**src/rtl/tnoc_axi_write_read_arbiter.sv**
```systemverilog
// Packet-atomic write/read arbiter with per-source outstanding-response throttling.
// Optional qos priority in IDLE: define TNOC_AXI_WRITE_READ_ARBITER_QOS_EN.
// Optional protocol checks: define TNOC_AXI_WRITE_READ_ARBITER_CHECKS.
//
// state     | meaning
// IDLE      | no packet open; grant is combinational from eligibility
// WRITE_PKT | write packet in progress, grant locked on write until tail accepted
// READ_PKT  | read packet in progress, grant locked on read until tail accepted
module tnoc_axi_write_read_arbiter #(
   parameter int MAX_OUTSTANDING = 8,
   parameter int COUNT_WIDTH     = $clog2(MAX_OUTSTANDING + 1),
   parameter int QOS_WIDTH       = 4
) (
   input  logic                   clk,
   input  logic                   rst_n,
   input  logic [1:0]             i_request,
   input  logic [1:0]             i_head,
   input  logic [1:0]             i_tail,
   input  logic                   i_accept,
   input  logic [1:0]             i_response_done,
   input  logic [QOS_WIDTH-1:0]   i_write_qos,
   input  logic [QOS_WIDTH-1:0]   i_read_qos,
   output logic [1:0]             o_grant,
   output logic                   o_locked,
   output logic [COUNT_WIDTH-1:0] o_write_outstanding,
   output logic [COUNT_WIDTH-1:0] o_read_outstanding
);

   typedef enum logic [1:0] {
      IDLE      = 2'd0,
      WRITE_PKT = 2'd1,
      READ_PKT  = 2'd2
   } state_t;

   localparam logic [COUNT_WIDTH-1:0] MAX_CNT = COUNT_WIDTH'(MAX_OUTSTANDING);
   localparam logic [COUNT_WIDTH-1:0] CNT_ONE = COUNT_WIDTH'(1);

   state_t                 r_state;
   state_t                 w_state_nxt;
   logic                   r_rr_last;
   logic [COUNT_WIDTH-1:0] r_write_count;
   logic [COUNT_WIDTH-1:0] r_read_count;
   logic [1:0]             w_eligible;
   logic                   w_pick_read;
   logic [1:0]             w_grant;
   logic                   w_locked;
   logic                   w_head_acc;
   logic                   w_sel_read;
   logic                   w_inc_write;
   logic                   w_inc_read;
   logic                   w_dec_write;
   logic                   w_dec_read;

   assign w_eligible[0] = i_request[0] & i_head[0] & (r_write_count < MAX_CNT);
   assign w_eligible[1] = i_request[1] & i_head[1] & (r_read_count  < MAX_CNT);

   // r_rr_last = 1 means read won last, so a tie goes to write.
   always_comb begin
      w_pick_read = 1'b0;
      if (&w_eligible) begin
`ifdef TNOC_AXI_WRITE_READ_ARBITER_QOS_EN
         if (i_write_qos > i_read_qos) begin
            w_pick_read = 1'b0;
         end else if (i_read_qos > i_write_qos) begin
            w_pick_read = 1'b1;
         end else begin
            w_pick_read = ~r_rr_last;
         end
`else
         w_pick_read = ~r_rr_last;
`endif
      end else begin
         w_pick_read = w_eligible[1];
      end
   end

`ifndef TNOC_AXI_WRITE_READ_ARBITER_QOS_EN
   logic w_unused_qos;
   assign w_unused_qos = ^{i_write_qos, i_read_qos};
`endif

   always_comb begin
      w_state_nxt = r_state;
      w_grant     = 2'b00;
      w_locked    = 1'b0;
      w_head_acc  = 1'b0;
      case (r_state)
         IDLE: begin
            if (|w_eligible) begin
               w_grant = w_pick_read ? 2'b10 : 2'b01;
            end
            w_head_acc = (|w_grant) & i_accept;
            if (w_head_acc && !i_tail[w_pick_read]) begin
               w_state_nxt = w_pick_read ? READ_PKT : WRITE_PKT;
            end
         end
         WRITE_PKT: begin
            w_grant  = 2'b01;
            w_locked = 1'b1;
            if (i_accept && i_tail[0]) begin
               w_state_nxt = IDLE;
            end
         end
         READ_PKT: begin
            w_grant  = 2'b10;
            w_locked = 1'b1;
            if (i_accept && i_tail[1]) begin
               w_state_nxt = IDLE;
            end
         end
         default: begin
            w_state_nxt = IDLE;
         end
      endcase
   end

   assign w_sel_read  = w_grant[1];
   assign w_inc_write = w_head_acc & ~w_sel_read;
   assign w_inc_read  = w_head_acc &  w_sel_read;
   // A response with nothing outstanding is dropped so the counter cannot wrap.
   assign w_dec_write = i_response_done[0] & (r_write_count != '0);
   assign w_dec_read  = i_response_done[1] & (r_read_count  != '0);

   always_ff @(posedge clk or negedge rst_n) begin
      if (!rst_n) begin
         r_state   <= IDLE;
         r_rr_last <= 1'b1;
      end else begin
         r_state <= w_state_nxt;
         if (w_head_acc) begin
            r_rr_last <= w_sel_read;
         end
      end
   end

   always_ff @(posedge clk or negedge rst_n) begin
      if (!rst_n) begin
         r_write_count <= '0;
         r_read_count  <= '0;
      end else begin
         case ({w_inc_write, w_dec_write})
            2'b10:   r_write_count <= r_write_count + CNT_ONE;
            2'b01:   r_write_count <= r_write_count - CNT_ONE;
            default: r_write_count <= r_write_count;
         endcase
         case ({w_inc_read, w_dec_read})
            2'b10:   r_read_count <= r_read_count + CNT_ONE;
            2'b01:   r_read_count <= r_read_count - CNT_ONE;
            default: r_read_count <= r_read_count;
         endcase
      end
   end

   assign o_grant             = w_grant;
   assign o_locked            = w_locked;
   assign o_write_outstanding = r_write_count;
   assign o_read_outstanding  = r_read_count;

`ifdef TNOC_AXI_WRITE_READ_ARBITER_CHECKS
   always_ff @(posedge clk) begin
      if (rst_n) begin
         assert (!((r_state == IDLE) && |(i_request & ~i_head)))
            else $error("request without head flit at packet boundary");
         assert (!(i_response_done[0] && (r_write_count == '0)))
            else $error("write response with no write outstanding");
         assert (!(i_response_done[1] && (r_read_count == '0)))
            else $error("read response with no read outstanding");
      end
   end
`endif

endmodule
```
**config.mk**
```make
export PLATFORM = sky130hd
export DESIGN_NAME = tnoc_axi_write_read_arbiter
export DESIGN_NICKNAME = d
export VERILOG_FILES = /design/src/rtl/tnoc_axi_write_read_arbiter.sv
export SDC_FILE = /design/constraint.sdc
export NUM_CORES = 1
export LEC_CHECK = 0
export ABC_CLOCK_PERIOD_IN_PS = 3100
export CAP_MARGIN = 40
export CORE_MARGIN = 8
export CORE_UTILIZATION = 46
export CTS_BUF_LIST = sky130_fd_sc_hd__clkbuf_8
export CTS_CLUSTER_DIAMETER = 50
export CTS_CLUSTER_SIZE = 40
export DETAILED_ROUTE_END_ITERATION = 8
export GPL_ROUTABILITY_DRIVEN = 1
export HOLD_SLACK_MARGIN = 0.02
export PLACE_DENSITY_LB_ADDON = 0.2
export SYNTH_ARGS = -nofsm -noshare
export SYNTH_HDL_FRONTEND = slang
export SYNTH_SLANG_ARGS = --single-unit
```
**constraint.sdc**
```tcl
create_clock -name clk -period 3.1 [get_ports clk]
set_input_delay 0.775 -clock clk [delete_from_list [all_inputs] [get_ports clk]]
set_output_delay 0.775 -clock clk [all_outputs]
set_load 0.05 [all_outputs]
```
# Yosys cells after proc, flatten, opt, wreduce, memory -nomap -nowiden
# Cells that the tools add are included.
dict set report totals {
  regBits 11
  input_bits 19
  elab_cells 60
}
dict set report op_classes {
  addsub 4
  order_cmp 3
  eq_ne 9
  mux 15
  n_bitwise 11
  reduce_logical 14
}
# cell n
set op_table {}
lappend op_table {{4-bit case mux with 2 select lines} 2}
lappend op_table {{2-bit 2-to-1 mux} 6}
lappend op_table {{2-bit case mux with 3 select lines} 2}
lappend op_table {{1-bit AND} 9}
lappend op_table {{4-bit by 1-bit adder with 4-bit output, second input constant} 2}
lappend op_table {{4-bit less-than comparator, second input constant} 2}
lappend op_table {{4-bit nonzero test} 2}
lappend op_table {{4-bit by 1-bit subtractor with 4-bit output, second input constant} 2}
lappend op_table {{2-bit by 1-bit equality test with 1-bit output, second input constant} 3}
lappend op_table {{2-bit equality test, second input constant} 3}
lappend op_table {{2-bit inequality test, second input constant} 3}
lappend op_table {{2-bit OR reduction} 3}
lappend op_table {{1-bit 2-to-1 mux} 5}
lappend op_table {{2-bit nonzero test} 2}
lappend op_table {{1-bit logical AND} 3}
lappend op_table {{3-bit AND reduction} 1}
lappend op_table {{2-bit logical NOT} 1}
lappend op_table {{1-bit by 2-bit less-than comparator with 1-bit output, second input constant} 1}
lappend op_table {{1-bit inverter} 2}
lappend op_table {{2-bit AND reduction} 1}
lappend op_table {{1-bit logical NOT} 1}

# Logic depth before layout (Yosys ltp)
dict set report depth {
  depth_word 13
  mapped_depth 12
}

# Worst setup path after synthesis
# Ideal clock, no wire load.
dict set report synth_timing {
  kind {in2reg}
  start {input i_request[0]}
  end {register r_read_count[2], in the netlist o_read_outstanding[2]}
  setup_time_ps 147
  arrival_ps 2941
  slack_ps 12
  path_stages 11
  path_buffers 0
  cell_sequence {and3b_2 > a21o_1 > o22ai_2 > nand2_1 > ha_1 > xor2_1 > ha_1 > a21oi_1 > xor2_1 > nor2_1 > xor2_1}
}
dict set report synth_via {
  elab_cells_between_ends 17
  cone_classes {2 x eq/ne; 7 x mux; 4 x bitwise; 4 x reduce/logical}
}
# element line_no
set synth_lines {}
lappend synth_lines {{start, declared} 16} ;# input logic [1:0] i_request,
lappend synth_lines {{1-bit AND (*) (2 in series)} 54} ;# assign w_eligible[0] = i_request[0] & i_head[0] & (r_write_count < MAX_CNT);
lappend synth_lines {{2-bit AND reduction} 60} ;# if (&w_eligible) begin
lappend synth_lines {{1-bit 2-to-1 mux} 60}
lappend synth_lines {{2-bit 2-to-1 mux} 90} ;# w_grant = w_pick_read ? 2'b10 : 2'b01;
lappend synth_lines {{2-bit 2-to-1 mux (*)} 89} ;# if (|w_eligible) begin
lappend synth_lines {{2-bit 2-to-1 mux (*)} 87} ;# case (r_state)
lappend synth_lines {{2-bit case mux with 3 select lines (*)} 87}
lappend synth_lines {{named net o_grant[1]} 23} ;# output logic [1:0] o_grant,
lappend synth_lines {{1-bit AND (*)} 119} ;# assign w_inc_read = w_head_acc & w_sel_read;
lappend synth_lines {{2-bit by 1-bit equality test with 1-bit output / 2-bit equality test (equally long branches)} 146} ;# case ({w_inc_read, w_dec_read})
lappend synth_lines {{4-bit case mux with 2 select lines / 2-bit nonzero test (equally long branches)} --}
lappend synth_lines {{end signal, assigned} 147} ;# 2'b10: r_read_count <= r_read_count + CNT_ONE;
lappend synth_lines {{end signal, assigned} 148} ;# 2'b01: r_read_count <= r_read_count - CNT_ONE;
lappend synth_lines {{end signal, assigned} 149} ;# default: r_read_count <= r_read_count;
lappend synth_lines {{end, declared} 42} ;# logic [COUNT_WIDTH-1:0] r_read_count;
# The timed path passes the listed nets; every way through them passes the cells marked *. The select of a mux whose other input is x is not followed.
# A chain may end at the register's enable or synchronous reset.

# Final worst setup path
dict set report layout_timing {
  start {input i_request[0]}
  end {output o_grant[0]}
}
dict set report layout_via {
  elab_chain_len 8
  elab_cells_between_ends 9
  cone_classes {5 x mux; 2 x bitwise; 2 x reduce/logical}
}
# element line_no
set layout_rtl {}
lappend layout_rtl {{1-bit AND (*) (2 in series)} 54}
lappend layout_rtl {{2-bit AND reduction} 60}
lappend layout_rtl {{1-bit 2-to-1 mux} 60}
lappend layout_rtl {{2-bit 2-to-1 mux} 90}
lappend layout_rtl {{2-bit 2-to-1 mux (*)} 89}
lappend layout_rtl {{2-bit 2-to-1 mux (*)} 87}
lappend layout_rtl {{2-bit case mux with 3 select lines (*)} 87}
lappend layout_rtl {{end, declared} 23}
# Every way passes the cells marked *; elsewhere a longest branch is shown, timed or not. The select of a mux whose other input is x is not followed.

==> summary.md <==
| Metric | Value |
|---|---|
| Max Root-Sink Buffers | 2 |
| Async S/R FF share, synth | 100.0% |
| Drt first pass iters | 4 |
| Hold/Removal Path Class | reg -> reg |
| Clock sinks | 11 |
| CP Data Arrival Time | between 2 and 2.5 ns |
| Yosys top cell area share | between 20% and 30% |
| Drt total wl | around 2000 um |
| Power Density | about 1200 nW/um^2 |
| Vias in the first global route | 740 |
| Die area | ~3500 sq um |
| RSZ-0062 raised after global routing | no |
| Layout cells sized above 1 | around 20% |
| Num CTS Buffers | 3 |
| Mapped cell area | 863.3 sq um |
| Fill cells | between 100 and 150 |
| Crit end category | primary output |
| Total Routing Usage GR | between 10% and 20% |
| Slew HR | 65.90% |
| Fin Clk Skew | between 0.007 and 0.008 ns |
| ANT cells | 0 |
| Tcrit/Tclk final | a little over nine tenths |
| Finished Core Util | a little over two thirds |
| Placed cells | around 130 |
| Die height | around 59 um |
| Die width | between 50 and 60 um |
| I/O pin cnt | 30 |
| Initial DRC Count | 7 |
| Clock-pin slew on the worst setup and hold paths | ~0.060 ns |
| Largest net degree at the start of global routing | 12 |
| HPWL Detailed | 1584 um |
| Final worst slack | roughly 0.16 ns |
| First-pass GRT wire length | 3360 um |
| Initial antenna violation count | 0 |
| YS warnings | 0 |
| Library cells used by synthesis | 37 |
| Maxcap violations | 0 |
| Post-CTS setup buffer count | 0 |
| Critical Path Max Stage Delay | roughly 0.45 ns |
| CTS tree | built |
| Main area contributors after synthesis | dfrtp_1 29%, ha_1 13%, xor2_1 7.1% |
| Nets | roughly 140 |
| Final count of hold timing violations | 0 |
| Syn avg cell area | 10.93 sq um |
| WL per Instance | between 15 and 20 um |
| Number of synthesized flops with an enable pin | 0 |
| CP endpoint | o_grant[0] |
| R2R Setup Slk | between 0.5 and 0.6 ns |
| Clock Latency Late Sink | roughly 0.25 ns |
| Critical path, cell by cell | clkdlybuf4s50_1 > and3b_2 > buf_4 > o211ai_1 > mux2i_1 > buf_12 |
| Static leakage | 0.5164 nW |
| Starting Density | roughly 49% |
| Deepest level of the CTS H-tree | 1 |
| Final setup vio count | 0 |
| Critical path class | in -> out |
| Vias per cell | between 5 and 6 |
| Status | finished, final reports clean |
| Core box area | between 1500 and 2000 sq um |
| Synthesized Nets | between 100 and 150 |
| CTS Hold Bufs | 0 |
| Worst Path Required | around 2.3 ns |
| Least-Margin Pin Slew | 0.5099 ns |
| RePlAce Congestion | about 0.72 |
| Ys flop type | dfrtp_1 |
| Core Rows | 15 |
| Pins Over Slew Limit | 0 |
| #FFs+latches synth | 11 |
| CP max FO | 3 |
| Critical Path Start Type | primary input |
| Min Tclk post-route | approximately 3 ns |
| Syn Inst Count | between 70 and 80 |
| Yosys top cell by area | dfrtp_1 |
| Grt ovf | 0 |
| CTS root buf | clkbuf_8 |
| Pre-CTS setup slack | -0.05439 ns |
| Post-route DRC | 0 |
| Area growth, synth to finish | 40.87% |
| R2R cell count | 11 |
| FF-to-FF Start | r_state[1]$_DFFE_PN0P_ |
| Final cell count without fillers | approximately 140 |
| R2r endpoint | o_write_outstanding[2]$_DFFE_PN0P_ |
| Vias | 724 |
| Critical Path Source | i_request[0] |
| Resized Gates After CTS | 0 |
| Sequential share of the synthesized area | 32.03% |
| Worst vdd ir | 0.0006652 V |
| Synth top cells by count | 10 x dfrtp_1, 9 x ha_1, 7 x xor2_1 |
| Port bufs | 21 |
| Count leader, synth | dfrtp_1 |
| F_max | approximately 0.34 GHz |
| Critical path's slowest cell | clkdlybuf4s50_1 |
| Post-route ant nets | 0 |
-- cell type report --
type	count	area, sq um	share of cell area [%]
Clock buffer	3	41.29	3.395
Clock inverter	1	5.005	0.4115
Inverter	4	15.01	1.235
Multi-Input combinational cell	64	571.8	47.02
Sequential cell	11	276.5	22.74
Tap cell	25	31.28	2.572
Timing Repair Buffer	27	275.3	22.63
-- worst min path at each step --
stage / from / to / slack, ns / depth (start not counted)
3_5_place_dp: o_write_outstanding[3]$_DFFE_PN0P_ / o_write_outstanding[3]$_DFFE_PN0P_ / 0.52 / 1
6_report: o_read_outstanding[3]$_DFFE_PN0P_ / o_read_outstanding[3]$_DFFE_PN0P_ / 0.53 / 1
2_1_floorplan: rst_n / o_read_outstanding[0]$_DFFE_PN0P_ / 0.48 / 0
4_1_cts: o_read_outstanding[3]$_DFFE_PN0P_ / o_read_outstanding[3]$_DFFE_PN0P_ / 0.53 / 1
5_1_grt: o_read_outstanding[3]$_DFFE_PN0P_ / o_read_outstanding[3]$_DFFE_PN0P_ / 0.56 / 1
3_3_place_gp: o_read_outstanding[3]$_DFFE_PN0P_ / o_read_outstanding[3]$_DFFE_PN0P_ / 0.52 / 1
-- sequential cells by signal, summed over array words and instances (netlist names) --
signal               count
o_read_outstanding       4
r_state                  2
r_rr_last                1
o_write_outstanding      4
-- cells by family after synthesis --
family | share of synthesized area [%]
AND/OR/NAND/NOR | 17.68
multiplexers | 5.507
AO/OA/AOI/OAI | 19.85
flip-flops | 32.03
XOR/XNOR | 10.15
buffers and inverters | 1.739
adder cells (fa/ha/maj) | 13.04
-- stage by stage --
step	cell area (sq um)	power, mW	hold WS (ns)	TNS, ns
floorplan	863.3	0.9894	0.4794	0
global placement	1170	1.292	0.5186	0
detailed placement	1170	1.326	0.5227	-0.05439
CTS	1216	1.483	0.5328	0
global route	1216	1.569	0.5624	0
finish	1216	1.472	0.5267	0
-- routing by layer --
layer	wire, um	global-route usage [%]	vias up
li1	-	-	358
met5	0	0	-
met4	34	5.119	0
met2	882	20.03	19
met1	932	14.04	342
met3	181	4.989	5
-- critical path, delay by kind of cell --
| family | cells | cell delay (ns) |
|---|---|---|
| compound gates | 1 | 0.09 |
| buf+inv | 3 | 0.77 |
| mux | 1 | 0.32 |
| simple gates | 1 | 0.21 |
-- report_power, final --
group	switching [mW]	total [mW]	internal [mW]
logic	0.557	0.976	0.419
registers	0.125	0.348	0.224
clock network	0.0591	0.148	0.0886
total	0.741	1.47	0.732
-- layout by cell type (no fill, tap or decap), types with 3 or more instances in the layout --
cell             count
nand3_1              3
nand2_1              5
dfrtp_1             10
clkdlybuf4s50_1     19
xor2_1               7
ha_1                 9
buf_4                6
a21oi_1              3
xnor2_1              3
clkbuf_8             3
inv_1                3
Power figures use the tool's default switching activity.
